### config.mk
export PLATFORM = sky130hd
export DESIGN_NAME = cube_net_renderer
export DESIGN_NICKNAME = d
export VERILOG_FILES = /design/src/rtl/cube_net_renderer.sv
export SDC_FILE = /design/constraint.sdc
export NUM_CORES = 1
export LEC_CHECK = 0
export BUFFER_PORTS_ARGS = -buffer_cell sky130_fd_sc_hd__buf_2
export CAP_MARGIN = 10
export CORE_MARGIN = 5
export CORE_UTILIZATION = 35
export DETAILED_ROUTE_END_ITERATION = 8
export GPL_ROUTABILITY_DRIVEN = 0
export PLACE_DENSITY_LB_ADDON = 0.05
export SYNTH_ARGS = -nofsm -noshare
export SYNTH_HDL_FRONTEND = slang
export SYNTH_SLANG_ARGS = --single-unit
export TNS_END_PERCENT = 30
### constraint.sdc
create_clock -name Clk -period 7.7 [get_ports Clk]
set_input_delay 0.77 -clock Clk [delete_from_list [all_inputs] [get_ports Clk]]
set_output_delay 0.77 -clock Clk [all_outputs]
set_load 0.02 [all_outputs]
### src/rtl/cube_net_renderer.sv
// cube_net_renderer: holds the 54 facelet colours and draws them as a 12x9-cell cross net centred on (CubeX, CubeY)
// Ports: Clk/Reset (async, active-low); DrawX/DrawY/draw_valid pixel request; CubeX/CubeY net centre;
// CubeS facelet border width; wr_valid/wr_index/wr_color/wr_ready facelet write port; init_req restores
// the solved state; Red/Green/Blue/pix_valid/pix_in_net pixel result, 3 cycles after the request.
// Optional: define NET_CURSOR_EN to add cursor_index; that facelet's border is drawn magenta.
module cube_net_renderer #(
  parameter int FACELET_PX = 16,
  parameter int PIPE_LAT   = 3
) (
  input  logic       Clk,
  input  logic       Reset,
  input  logic [9:0] DrawX,
  input  logic [9:0] DrawY,
  input  logic       draw_valid,
  input  logic [9:0] CubeX,
  input  logic [9:0] CubeY,
  input  logic [9:0] CubeS,
  input  logic       wr_valid,
  input  logic [5:0] wr_index,
  input  logic [2:0] wr_color,
  output logic       wr_ready,
  input  logic       init_req,
`ifdef NET_CURSOR_EN
  input  logic [5:0] cursor_index,
`endif
  output logic [7:0] Red,
  output logic [7:0] Green,
  output logic [7:0] Blue,
  output logic       pix_valid,
  output logic       pix_in_net
);
  localparam int LF = $clog2(FACELET_PX);
  localparam logic [0:0] ST_INIT = 1'b0;
  localparam logic [0:0] ST_IDLE = 1'b1;
  logic [0:0] state_q, state_d;
  logic [5:0] cnt_q, cnt_d;
  logic [2:0] facelet_q [54];
  logic [2:0] facelet_d [54];
  logic [11:0] rx, ry;
  logic [LF+3:0] rx_q, rx_d, ry_q, ry_d;
  logic in_q, in_d;
  logic [9:0] cs_q, cs_d;
  logic [3:0] col, row, cm, rm;
  logic [1:0] cb, rb;
  logic [2:0] face, color;
  logic [5:0] idx_q, idx_d;
  logic fv_q, fv_d, bord_q, bord_d;
  logic [23:0] pal, bcol, rgb_q, rgb_d;
  logic in_net_q, in_net_d;
  logic [PIPE_LAT-1:0] vld_q, vld_d;
  assign wr_ready = state_q == ST_IDLE;
  assign {Red, Green, Blue} = rgb_q;
  assign pix_valid = vld_q[PIPE_LAT-1];
  assign pix_in_net = in_net_q;
  always_comb begin
    state_d = state_q;
    cnt_d = cnt_q;
    facelet_d = facelet_q;
    if (state_q == ST_INIT) begin
      facelet_d[cnt_q] = 3'(cnt_q / 6'd9);
      cnt_d = cnt_q == 6'd53 ? 6'd0 : cnt_q + 6'd1;
      state_d = cnt_q == 6'd53 ? ST_IDLE : ST_INIT;
    end else if (wr_valid && wr_index < 6'd54) begin
      facelet_d[wr_index] = wr_color;
    end
    if (init_req) begin
      state_d = ST_INIT;
      cnt_d = 6'd0;
    end
  end
  // Stage 1: offsets from the net origin. Unsigned wrap makes pixels left/above the origin compare as huge.
  always_comb begin
    rx = {2'b0, DrawX} - ({2'b0, CubeX} - 12'(6 * FACELET_PX));
    ry = {2'b0, DrawY} - ({2'b0, CubeY} - 12'((9 * FACELET_PX) / 2));
    in_d = rx < 12'(12 * FACELET_PX) && ry < 12'(9 * FACELET_PX);
    rx_d = rx[LF+3:0];
    ry_d = ry[LF+3:0];
    cs_d = CubeS;
  end
  // Stage 2: cell -> face band, facelet index and border test.
  always_comb begin
    col = rx_q[LF+3:LF];
    row = ry_q[LF+3:LF];
    cb = col < 4'd3 ? 2'd0 : col < 4'd6 ? 2'd1 : col < 4'd9 ? 2'd2 : 2'd3;
    rb = row < 4'd3 ? 2'd0 : row < 4'd6 ? 2'd1 : 2'd2;
    cm = col - 4'(cb) * 4'd3;
    rm = row - 4'(rb) * 4'd3;
    face = rb == 2'd0 ? 3'd0 : rb == 2'd2 ? 3'd5 : 3'(cb) + 3'd1;
    fv_d = in_q && (rb == 2'd1 || cb == 2'd1);
    idx_d = fv_d ? 6'(face) * 6'd9 + 6'(rm) * 6'd3 + 6'(cm) : 6'd0;
    bord_d = 10'(rx_q[LF-1:0]) < cs_q || 10'(ry_q[LF-1:0]) < cs_q;
  end
  // Stage 3: reads the registered array, so a write landing this cycle shows up one pixel later.
  always_comb begin
    color = facelet_q[idx_q];
    pal = color == 3'd0 ? 24'hFFFFFF : color == 3'd1 ? 24'hFF8000 : color == 3'd2 ? 24'h00C000 :
          color == 3'd3 ? 24'hFF0000 : color == 3'd4 ? 24'h0000FF : color == 3'd5 ? 24'hFFFF00 : 24'h808080;
`ifdef NET_CURSOR_EN
    bcol = idx_q == cursor_index ? 24'hFF00FF : 24'h000000;
`else
    bcol = 24'h000000;
`endif
    rgb_d = !fv_q ? 24'h404040 : bord_q ? bcol : pal;
    in_net_d = fv_q;
    vld_d = {vld_q[PIPE_LAT-2:0], draw_valid};
  end
  always_ff @(posedge Clk or negedge Reset) begin
    if (!Reset) begin
      state_q <= ST_INIT;
      cnt_q <= '0;
      facelet_q <= '{default: '0};
      rx_q <= '0;
      ry_q <= '0;
      in_q <= 1'b0;
      cs_q <= '0;
      idx_q <= '0;
      fv_q <= 1'b0;
      bord_q <= 1'b0;
      rgb_q <= '0;
      in_net_q <= 1'b0;
      vld_q <= '0;
    end else begin
      state_q <= state_d;
      cnt_q <= cnt_d;
      facelet_q <= facelet_d;
      rx_q <= rx_d;
      ry_q <= ry_d;
      in_q <= in_d;
      cs_q <= cs_d;
      idx_q <= idx_d;
      fv_q <= fv_d;
      bord_q <= bord_d;
      rgb_q <= rgb_d;
      in_net_q <= in_net_d;
      vld_q <= vld_d;
    end
  end
endmodule

==> flow_metrics.py, run 1 <==
metrics = {
    "clock_network": {
        "cts_resized": 0,
        "cts_setup_buffers": 0,
        "clockBufferDepth": 3,
        "hold_buffers": 0,
        "clkLatencyLatePin_ps": 580,
        "path_clk_slew_ps": 60,
        "cts_tree": "built",
        "cts_max_level": 1,
        "cts-root-buf": "clkbuf_16",
        "cts_made_buffers": 28,
        "clock_sinks": 217,
    },
    "synthesis": {
        "ys_seq_area_frac": 0.413,
        "synthFlopType": "dfrtp_1",
        "syn_inst": 1353,
        "netlist.area_leader.share": 0.413,
        "synth_edf_count": 0,
        "async_flop_share": 1.00,
        "syn_nets": 1487,
        "ys_seq_elements": 217,
        "ys_types": 80,
        "synth.largest_area_cell": "dfrtp_1",
        "yosysWarnings": 0,
        "syn_area_mm2": 0.0132,
        "synthTopCellsByArea": "dfrtp_1 41%, ha_1 5.6%, mux4_2 5.1%, nor2_1 3.9%, a21oi_1 3.5%",
        "syn_avg_cell_area_um2": 9.73,
    },
    "global_route": {
        "grt_pass1_wl_mm": 67.5,
        "antenna_found_initial": 0,
        "grt_pass1_vias": 10900,
        "grt_max_degree": 115,
        "groute.usage.overall": 0.211,
        "overflow": 0,
    },
    "power": {
        "power_density_mw_per_mm2": 287,
        "finalPower_w": 0.00433,
        "leakage_nw": 6.49,
        "vdd_ir_drop_max_mv": 0.512,
    },
    "routing": {
        "viasPerCell": 5.55,
        "antenna_left": 0,
        "dr.pass1.iters": 5,
        "first_iter_violations": 853,
        "vias": 10800,
        "drc_errors": 0,
        "wire_per_inst_um": 22.7,
        "totalWireLength_mm": 44.2,
    },
    "floorplanning": {
        "die_h_um": 204,
        "dieWidth_um": 204,
        "initial_core_util": 0.352,
        "coreArea_mm2": 0.0374,
        "io_pins": 91,
        "num_rows": 71,
        "dieArea_mm2": 0.0416,
    },
    "setup_path": {
        "slowest_delay_ps": 560,
        "crit_chain": "inv_1 > nand2_1 > a21oi_1 > ha_1 > fa_1 > xnor2_1 > fa_1 > inv_1 > fa_1 > inv_1 > fa_1 > ha_1 > a21o_1 > a21oi_1 > xnor2_1 > xnor2_1 > nor2_1",
        "cp.arrival_ps": 5000,
        "worst_path_max_delay_cell": "fa_1",
        "cp.required_ps": 8110,
        "end_kind": "register",
        "crit_top_cell": "fa_1",
        "path_buf_inv": 3,
        "critPathMaxFanout": 5,
        "crit_type": "register to register",
        "crit_family": "adder cells",
        "start_kind": "register",
    },
    "timing": {
        "hold_violations": 0,
        "rsz0062_at_grt": "false",
        "holdWs_ps": 213,
        "fmax_mhz": 218,
        "finalClockSkew_ps": 29.3,
        "maxSlewHeadroom": 0.154,
        "slew_viol_final": 0,
        "max_slew.worst_pin.slew_ps": 1260,
        "setup_viol": 0,
        "fin_crit_sh": 0.596,
        "period_minus_slack_ps": 4590,
        "setup-tns-final_ps": 0,
    },
    "placed_design": {
        "hpwl_mm": 30.6,
        "numPortBuffers": 90,
    },
    "layout": {
        "final_layout_size_suffix_gt1_frac": 0.164,
        "fillCellCount": 3722,
        "area_delta_synth_final_pct": 14.6,
        "n_antenna_cell": 0,
        "fin_util": 0.403,
        "layout.nets": 1544,
    },
    "min_path": {
        "worstHoldPathType": "input pin to asynchronous set/reset pin",
    },
    "outcome": {
        "status": "finished clean",
    },
    "flow_run": {
        "max_cap_violations": 0,
    },
}
-- path summary, 6_finish.rpt --
kind                       startpoint             to  slack [ps]  depth (start not counted)
hold / removal                  Reset  facelet_q[48]         210                          1
setup reg to reg              ry_q[5]       idx_q[5]        3110                         17
max in group asynchronous       Reset        cs_q[0]        5770                          2
setup / recovery              ry_q[5]       idx_q[5]        3110                         17
hold reg to reg              vld_q[1]       vld_q[2]         350                          0
min in group Clk             CubeS[8]        cs_q[8]         300                          1
-- sequential cells by signal, indices dropped and copies added, names as in the netlist, 3 cells and up --
register   cells
cs_q          10
idx_q          6
vld_q          3
rx_q           8
facelet_q    162
cnt_q          6
ry_q           8
rgb_q          9
-- final cells by class --
type | count | area [µm²] | share of cell area
inverter | 80 | 302 | 0.0200
clock buffer | 35 | 777 | 0.0515
sequential | 217 | 5430 | 0.360
tap | 511 | 639 | 0.0424
clock inverter | 17 | 314 | 0.0208
timing repair buffer | 115 | 648 | 0.0430
multi-input combinational | 968 | 6970 | 0.462
-- cells by family after synthesis --
kind of cell	share of synthesized area
and+or+nand+nor	0.144
AOI/OAI and AO/OA	0.197
DFF	0.413
buffers and inverters	0.0594
muxes	0.0943
adders and majority gates	0.0728
xor gates and xnor gates	0.0200
-- cell usage in the layout, fill, tap and decap left out, types with 28 or more instances in the layout --
master and instances:
a21oi_1 93, nand2_1 122, dfrtp_1 215, ha_1 59, o21a_1 28, inv_1 79, buf_2 89, clkbuf_16 28
nor2_1 136, o21ai_0 78, mux4_2 30, nand3_1 43
-- cell usage after synthesis (all sizes together) (22+ instances only) --
library cell  number
dfrtp            217
nor2             137
nand2            122
a21oi             93
o21ai             89
inv               79
ha                59
clkbuf            57
nand3             44
mux4              36
buf               31
o21a              28
nor3              26
a22o              23
mux2              22
xnor2             22
-- power by group --
part | switching [W] | internal (W) | leakage [nW]
combinational | 0.000834 | 0.000724 | 3.26
clock | 0.000559 | 0.000986 | 0.526
sequential | 0.0000393 | 0.00119 | 2.71
-- metrics by stage --
stage / std cells / cell area (µm²) / setup WS (ps)
2_1_floorplan: 1353 / 13200 / 3370
3_5_place_dp: 1891 / 14000 / 3060
6_report: 1943 / 15100 / 3110
5_1_grt: 1943 / 15100 / 2720
3_3_place_gp: 1891 / 14000 / 3100
4_1_cts: 1943 / 15100 / 3060
-- metal layers --
metal	wire, µm	GRT usage
met1	20200	0.302
met2	20100	0.330
met3	2560	0.0397
met4	1260	0.0547
met5	0	0
-- worst register-to-register path: stages, from the launching register on --
cell	delay [ps]
dfrtp_1	420
inv_1	130
nand2_1	60
a21oi_1	300
ha_1	320
fa_1	420
xnor2_1	200
fa_1	560
inv_1	50
fa_1	520
inv_1	50
fa_1	470
ha_1	290
a21o_1	150
a21oi_1	160
xnor2_1	150
xnor2_1	130
nor2_1	60
Note: power is estimated with default switching activity, not from simulation.
==> run 2, diff against run 1 <==
--- a/config.mk
+++ b/config.mk
@@ -5,6 +5,7 @@
 export SDC_FILE = /design/constraint.sdc
 export NUM_CORES = 1
 export LEC_CHECK = 0
+export ABC_AREA = 1
 export BUFFER_PORTS_ARGS = -buffer_cell sky130_fd_sc_hd__buf_2
 export CAP_MARGIN = 10
 export CORE_MARGIN = 5
==> constraint.sdc (replaced) <==
create_clock -name Clk -period 4.31 [get_ports Clk]
set_input_delay 0.431 -clock Clk [delete_from_list [all_inputs] [get_ports Clk]]
set_output_delay 0.431 -clock Clk [all_outputs]
set_load 0.02 [all_outputs]
==> flow_metrics.py, run 2 <==
metrics = {
    "outcome": {
        "status": "finished clean",
    },
    "floorplanning": {
        "dieWidth_um": 211,
        "die_h_um": 211,
        "io_pins": 91,
        "dieArea_mm2": 0.0443,
        "num_rows": 73,
        "coreArea_mm2": 0.0397,
        "initial_core_util": 0.354,
    },
    "synthesis": {
        "netlist.area_leader.share": 0.386,
        "synth.largest_area_cell": "dfrtp_1",
        "syn_inst": 1943,
        "synth.top_cells.by_count": "462 x nand2_1, 273 x inv_1, 220 x nor2_1, 217 x dfrtp_1, 156 x a21oi_1",
        "synthTopCellsByArea": "dfrtp_1 39%, nand2_1 12%, inv_1 7.3%, nor2_1 5.9%, a21oi_1 5.5%",
        "yosysMostFrequentCell": "nand2_1",
        "yosysWarnings": 0,
        "ys_types": 54,
        "syn_area_mm2": 0.0141,
        "synth_edf_count": 0,
        "synthFlopType": "dfrtp_1",
        "ys_seq_area_frac": 0.386,
        "syn_avg_cell_area_um2": 7.25,
        "async_flop_share": 1.00,
        "syn_nets": 2077,
        "ys_seq_elements": 217,
    },
    "layout": {
        "layout.nets": 2178,
        "final_cells": 2590,
        "top_register": "facelet_q",
        "area_delta_synth_final_pct": 15.2,
        "top_regs": "facelet_q: 162 flops, cs_q: 10 flops, rgb_q: 9 flops",
        "n_antenna_cell": 0,
        "fin_area_mm2": 0.0162,
        "final_common_cell": "nand2_1",
        "final_cell_mix": "462 x nand2_1, 271 x inv_1, 219 x nor2_1, 215 x dfrtp_1, 153 x a21oi_1",
        "final_layout_size_suffix_gt1_frac": 0.120,
        "largest_reg_flops": 162,
    },
    "global_route": {
        "overflow": 0,
        "grt_pass1_vias": 13000,
        "grt_use_met2": 0.337,
        "met1_usage": 0.307,
        "grt_max_degree": 82,
        "grt_use_met3": 0.0377,
        "antenna_found_initial": 0,
        "grt_pass1_wl_mm": 75.1,
        "top_usage_layer": "met2",
        "groute.usage.overall": 0.214,
    },
    "setup_path": {
        "critPathMaxFanout": 4,
        "cp.arrival_ps": 4570,
        "end_kind": "register",
        "crit_type": "register to register",
        "ff2ff_path_depth": 16,
        "start_kind": "register",
        "cp.required_ps": 4750,
    },
    "routing": {
        "dr.pass1.iters": 7,
        "wire_per_inst_um": 18.4,
        "totalWireLength_mm": 47.7,
        "first_iter_violations": 1053,
        "drc_errors": 0,
        "viasPerCell": 5.07,
        "vias": 13100,
        "antenna_left": 0,
    },
    "timing": {
        "fmax_mhz": 242,
        "holdWs_ps": 29.9,
        "finalClockSkew_ps": 21.2,
        "hold_violations": 0,
        "max_slew.worst_pin.slew_ps": 1110,
        "setup_viol": 0,
        "rsz0062_at_grt": "true",
        "slew_viol_final": 0,
        "setup_ws_ps": 181,
        "maxSlewHeadroom": 0.259,
        "period_minus_slack_ps": 4130,
        "fin_crit_sh": 0.958,
    },
    "flow_run": {
        "max_cap_violations": 0,
    },
    "power": {
        "vdd_ir_drop_max_mv": 0.629,
        "power_density_mw_per_mm2": 518,
        "leakage_nw": 7.84,
    },
    "min_path": {
        "worstHoldPathType": "input pin to register",
        "hold_depth": 2,
    },
    "placed_design": {
        "placedCellCount": 2516,
        "place_ws_ps": -70.7,
        "hpwl_mm": 33.0,
        "place_area_mm2": 0.0150,
        "numPortBuffers": 90,
    },
    "clock_network": {
        "clockBufferDepth": 3,
        "cts_made_buffers": 27,
        "path_clk_slew_ps": 60,
        "clock_sinks": 217,
        "clkLatencyLatePin_ps": 560,
        "cts_tree": "built",
        "cts_max_level": 1,
        "cts-root-buf": "clkbuf_16",
    },
}
[run 2: cell count changes after synthesis, moves of 18 or more]
cell / previous run / this run
a22o_1: 23 / 0
buf_2: 3 / 22
nand3_1: 43 / 151
a21oi_1: 93 / 156
nor2_1: 137 / 220
nand2_1: 122 / 462
clkbuf_1: 54 / 15
mux4_2: 30 / 0
inv_1: 79 / 273
mux2_2: 20 / 2
o21a_1: 28 / 5
[run 2: layout make-up]
type	count	area (µm²)
fillers	4253	23500
clock buffers	37	763
inverters	290	1090
clock inverters	13	174
multi-input cells	1362	7160
flip-flops and latches	217	5440
well taps	525	657
repair buffers	146	936
[run 2: repair_timing]
item                                   4_1_cts  5_1_grt
setup buffers                               10        2
resized for setup                            5        8
setup endpoints to repair                    2        3
hold buffers                                12        0
pin swaps                                    2        4
endpoints found under the hold margin       89        0
[run 2: final timing paths]
kind | startpoint | to | slack (ps)
min in group asynchronous | Reset | facelet_q[61] | 480
max in group asynchronous | Reset | facelet_q[93] | 2860
min | init_req | wr_ready | 30
min reg2reg | vld_q[0] | vld_q[1] | 360
max | ry_q[6] | idx_q[3] | 180
max reg2reg | ry_q[6] | idx_q[3] | 180
[run 2: critical path, stage by stage (launching register included)]
cell and delay, ps:
dfrtp_1 410, a21oi_2 190, inv_2 100, nor2_4 150, ha_4 220, fa_2 370
xor2_2 160, inv_2 70, fa_1 530, inv_1 50, fa_1 520, inv_1 50
fa_2 520, ha_2 190, fa_1 400, inv_1 60, nor2_1 40
[run 2: per-layer routing]
metal / share of wire / routed length, µm
met5: 0 / 0
met4: 0.022 / 1050
met3: 0.059 / 2830
met2: 0.45 / 21300
met1: 0.47 / 22500
[run 2: per-stage QoR]
stage                     TNS [ps]  utilization  power, W
after floorplan                  0            -   0.00497
after global placement       -26.8        0.378   0.00580
after detailed placement     -82.0        0.378   0.00584
after CTS                        0        0.407   0.00842
after global routing         -27.0        0.408   0.00921
final                            0        0.408   0.00840
[run 2: logic make-up (layout without fill, tap and decap cells)]
family | Yosys count | in the layout | synth area share
simple gates | 882 | 882 | 0.260
compound gates | 370 | 370 | 0.151
buf+inv | 364 | 486 | 0.109
flops | 217 | 217 | 0.386
fa+ha+maj | 70 | 70 | 0.0681
xor+xnor | 35 | 35 | 0.0218
mux | 5 | 5 | 0.00400
[run 2: power breakdown]
part / switching, W / total [W] / leakage (nW) / internal [W]
clock: 0.000953 / 0.00243 / 0.459 / 0.00147
combinational: 0.00205 / 0.00363 / 4.76 / 0.00158
sequential: 0.000122 / 0.00235 / 2.62 / 0.00223
total: 0.00312 / 0.00840 / 7.84 / 0.00528
==> run 3, diff against run 2 <==
--- a/config.mk
+++ b/config.mk
@@ -5,7 +5,7 @@
 export SDC_FILE = /design/constraint.sdc
 export NUM_CORES = 1
 export LEC_CHECK = 0
-export ABC_AREA = 1
+export ABC_AREA = 0
 export BUFFER_PORTS_ARGS = -buffer_cell sky130_fd_sc_hd__buf_2
 export CAP_MARGIN = 10
 export CORE_MARGIN = 5
==> flow_metrics.py, run 3 (synthesis results as in run 1) <==
metrics = {
    "setup_path": {
        "cp.arrival_ps": 4540,
        "crit_chain": "inv_2 > nand3_1 > a21oi_2 > ha_4 > fa_2 > inv_2 > fa_1 > inv_1 > fa_1 > inv_2 > fa_2 > ha_2 > a21o_1 > a21oi_2 > xnor2_1 > xnor2_1 > nor2_1",
        "slowest_delay_ps": 520,
        "cp.required_ps": 4720,
        "path_buf_inv": 4,
        "reg2reg_to": "idx_q[5]",
        "crit_top_cell": "inv_2",
        "ff2ff_path_depth": 17,
        "start_kind": "register",
        "critPathMaxFanout": 4,
        "end_kind": "register",
        "crit_family": "adder cells",
        "regToRegSetupSlack_ps": 190,
        "crit_type": "register to register",
        "worstReg2RegStart": "ry_q[6]",
        "worst_path_max_delay_cell": "fa_2",
    },
    "layout": {
        "final_layout_size_suffix_gt1_frac": 0.185,
        "largest_reg_flops": 162,
        "fin_area_mm2": 0.0153,
        "area_delta_synth_final_pct": 16.5,
        "final_common_cell": "dfrtp_1",
        "final_cell_mix": "214 x dfrtp_1, 136 x nor2_1, 122 x nand2_1, 89 x a21oi_1, 89 x buf_2",
        "fin_util": 0.410,
        "layout.nets": 1577,
        "top_register": "facelet_q",
        "top_regs": "facelet_q: 162 flops, cs_q: 10 flops, rgb_q: 9 flops",
    },
    "power": {
        "finalPower_w": 0.00789,
        "leakage_nw": 6.60,
        "power_density_mw_per_mm2": 514,
        "vdd_ir_drop_max_mv": 0.831,
    },
    "clock_network": {
        "clockBufferDepth": 3,
        "path_clk_slew_ps": 60,
        "clkLatencyLatePin_ps": 560,
        "cts_max_level": 1,
        "cts_tree": "built",
        "cts-root-buf": "clkbuf_16",
        "cts_made_buffers": 28,
        "clock_sinks": 217,
    },
    "floorplanning": {
        "num_rows": 71,
        "coreArea_mm2": 0.0374,
        "initial_core_util": 0.352,
        "dieArea_mm2": 0.0416,
        "io_pins": 91,
        "die_h_um": 204,
        "dieWidth_um": 204,
    },
    "global_route": {
        "overflow": 0,
        "grt_pass1_wl_mm": 66.7,
        "grt_max_degree": 102,
        "grt_pass1_vias": 10800,
        "groute.usage.overall": 0.207,
        "antenna_found_initial": 0,
    },
    "routing": {
        "wire_per_inst_um": 22.3,
        "first_iter_violations": 811,
        "antenna_left": 0,
        "totalWireLength_mm": 44.1,
        "drc_errors": 0,
        "vias": 10900,
        "viasPerCell": 5.54,
        "dr.pass1.iters": 8,
    },
    "timing": {
        "maxSlewHeadroom": 0.203,
        "hold_violations": 0,
        "fmax_mhz": 242,
        "period_minus_slack_ps": 4120,
        "setup_ws_ps": 186,
        "fin_crit_sh": 0.957,
        "max_slew.worst_pin.slew_ps": 1190,
        "finalClockSkew_ps": 18.4,
        "slew_viol_final": 0,
        "setup_viol": 0,
    },
    "placed_design": {
        "numPortBuffers": 90,
        "hpwl_mm": 31.0,
        "place_area_mm2": 0.0142,
        "place_ws_ps": -59.3,
    },
    "flow_run": {
        "max_cap_violations": 0,
    },
    "min_path": {
        "worstHoldPathType": "input pin to register",
        "worstHoldEndpoint": "wr_ready",
        "hold_depth": 2,
        "worstHoldStart": "init_req",
    },
    "outcome": {
        "status": "finished clean",
    },
}
run 3: cell types whose count changed in the layout (fill, tap and decap cells not counted), sizes merged, moves of 36 or more:
cell | before | now
mux4 | 0 | 36
inv | 289 | 79
nand3 | 151 | 44
a21oi | 169 | 93
nand2 | 469 | 122
nor2 | 228 | 137
run 3: report_power, final:
part	leakage (nW)	internal, W	switching [W]	total [W]
clock	0.477	0.00151	0.000921	0.00243
sequential	2.71	0.00212	0.0000703	0.00219
combinational	3.42	0.00159	0.00167	0.00327
total	6.60	0.00522	0.00266	0.00789
run 3: layout make-up:
type	count	area [µm²]
Tap cell	511	639
Clock buffer	39	833
Inverter	80	302
Timing Repair Buffer	148	951
Fill cell	3665	22100
Antenna cell	1	2.50
Multi-Input combinational cell	968	7050
Clock inverter	9	120
Sequential cell	217	5430
run 3: what timing repair did:
item	CTS	global route
setup endpoints to repair	1	2
endpoints found under the hold margin	84	0
gates cloned	0	0
setup buffers	1	2
pin swaps	3	11
gates resized for setup	7	13
hold buffers	12	0
run 3: metal layers:
layer | vias up | global-route usage | part of all wire
met4 | 0 | 0.0643 | 0.031
met5 | - | 0 | 0
met3 | 85 | 0.0471 | 0.065
li1 | 5119 | - | -
met1 | 5402 | 0.293 | 0.45
met2 | 325 | 0.319 | 0.45
run 3: through the flow:
step	hold slack, ps	TNS [ps]	std cells
2_1_floorplan	135	0	1353
3_3_place_gp	334	-8.25	1909
3_5_place_dp	340	-59.3	1909
4_1_cts	75.2	0	1970
5_1_grt	111	-0.225	1972
6_report	102	0	1973
run 3: worst max-delay path by stage:
stage | cells after the start | to | start | slack [ps]
floorplan | 17 | idx_q[5] | ry_q[5] | 40
global placement | 17 | idx_q[5] | ry_q[5] | -8
detailed placement | 17 | idx_q[5] | ry_q[5] | -60
CTS | 17 | idx_q[5] | ry_q[6] | 9
global route | 17 | idx_q[5] | ry_q[6] | -0.2
finish | 17 | idx_q[5] | ry_q[6] | 190
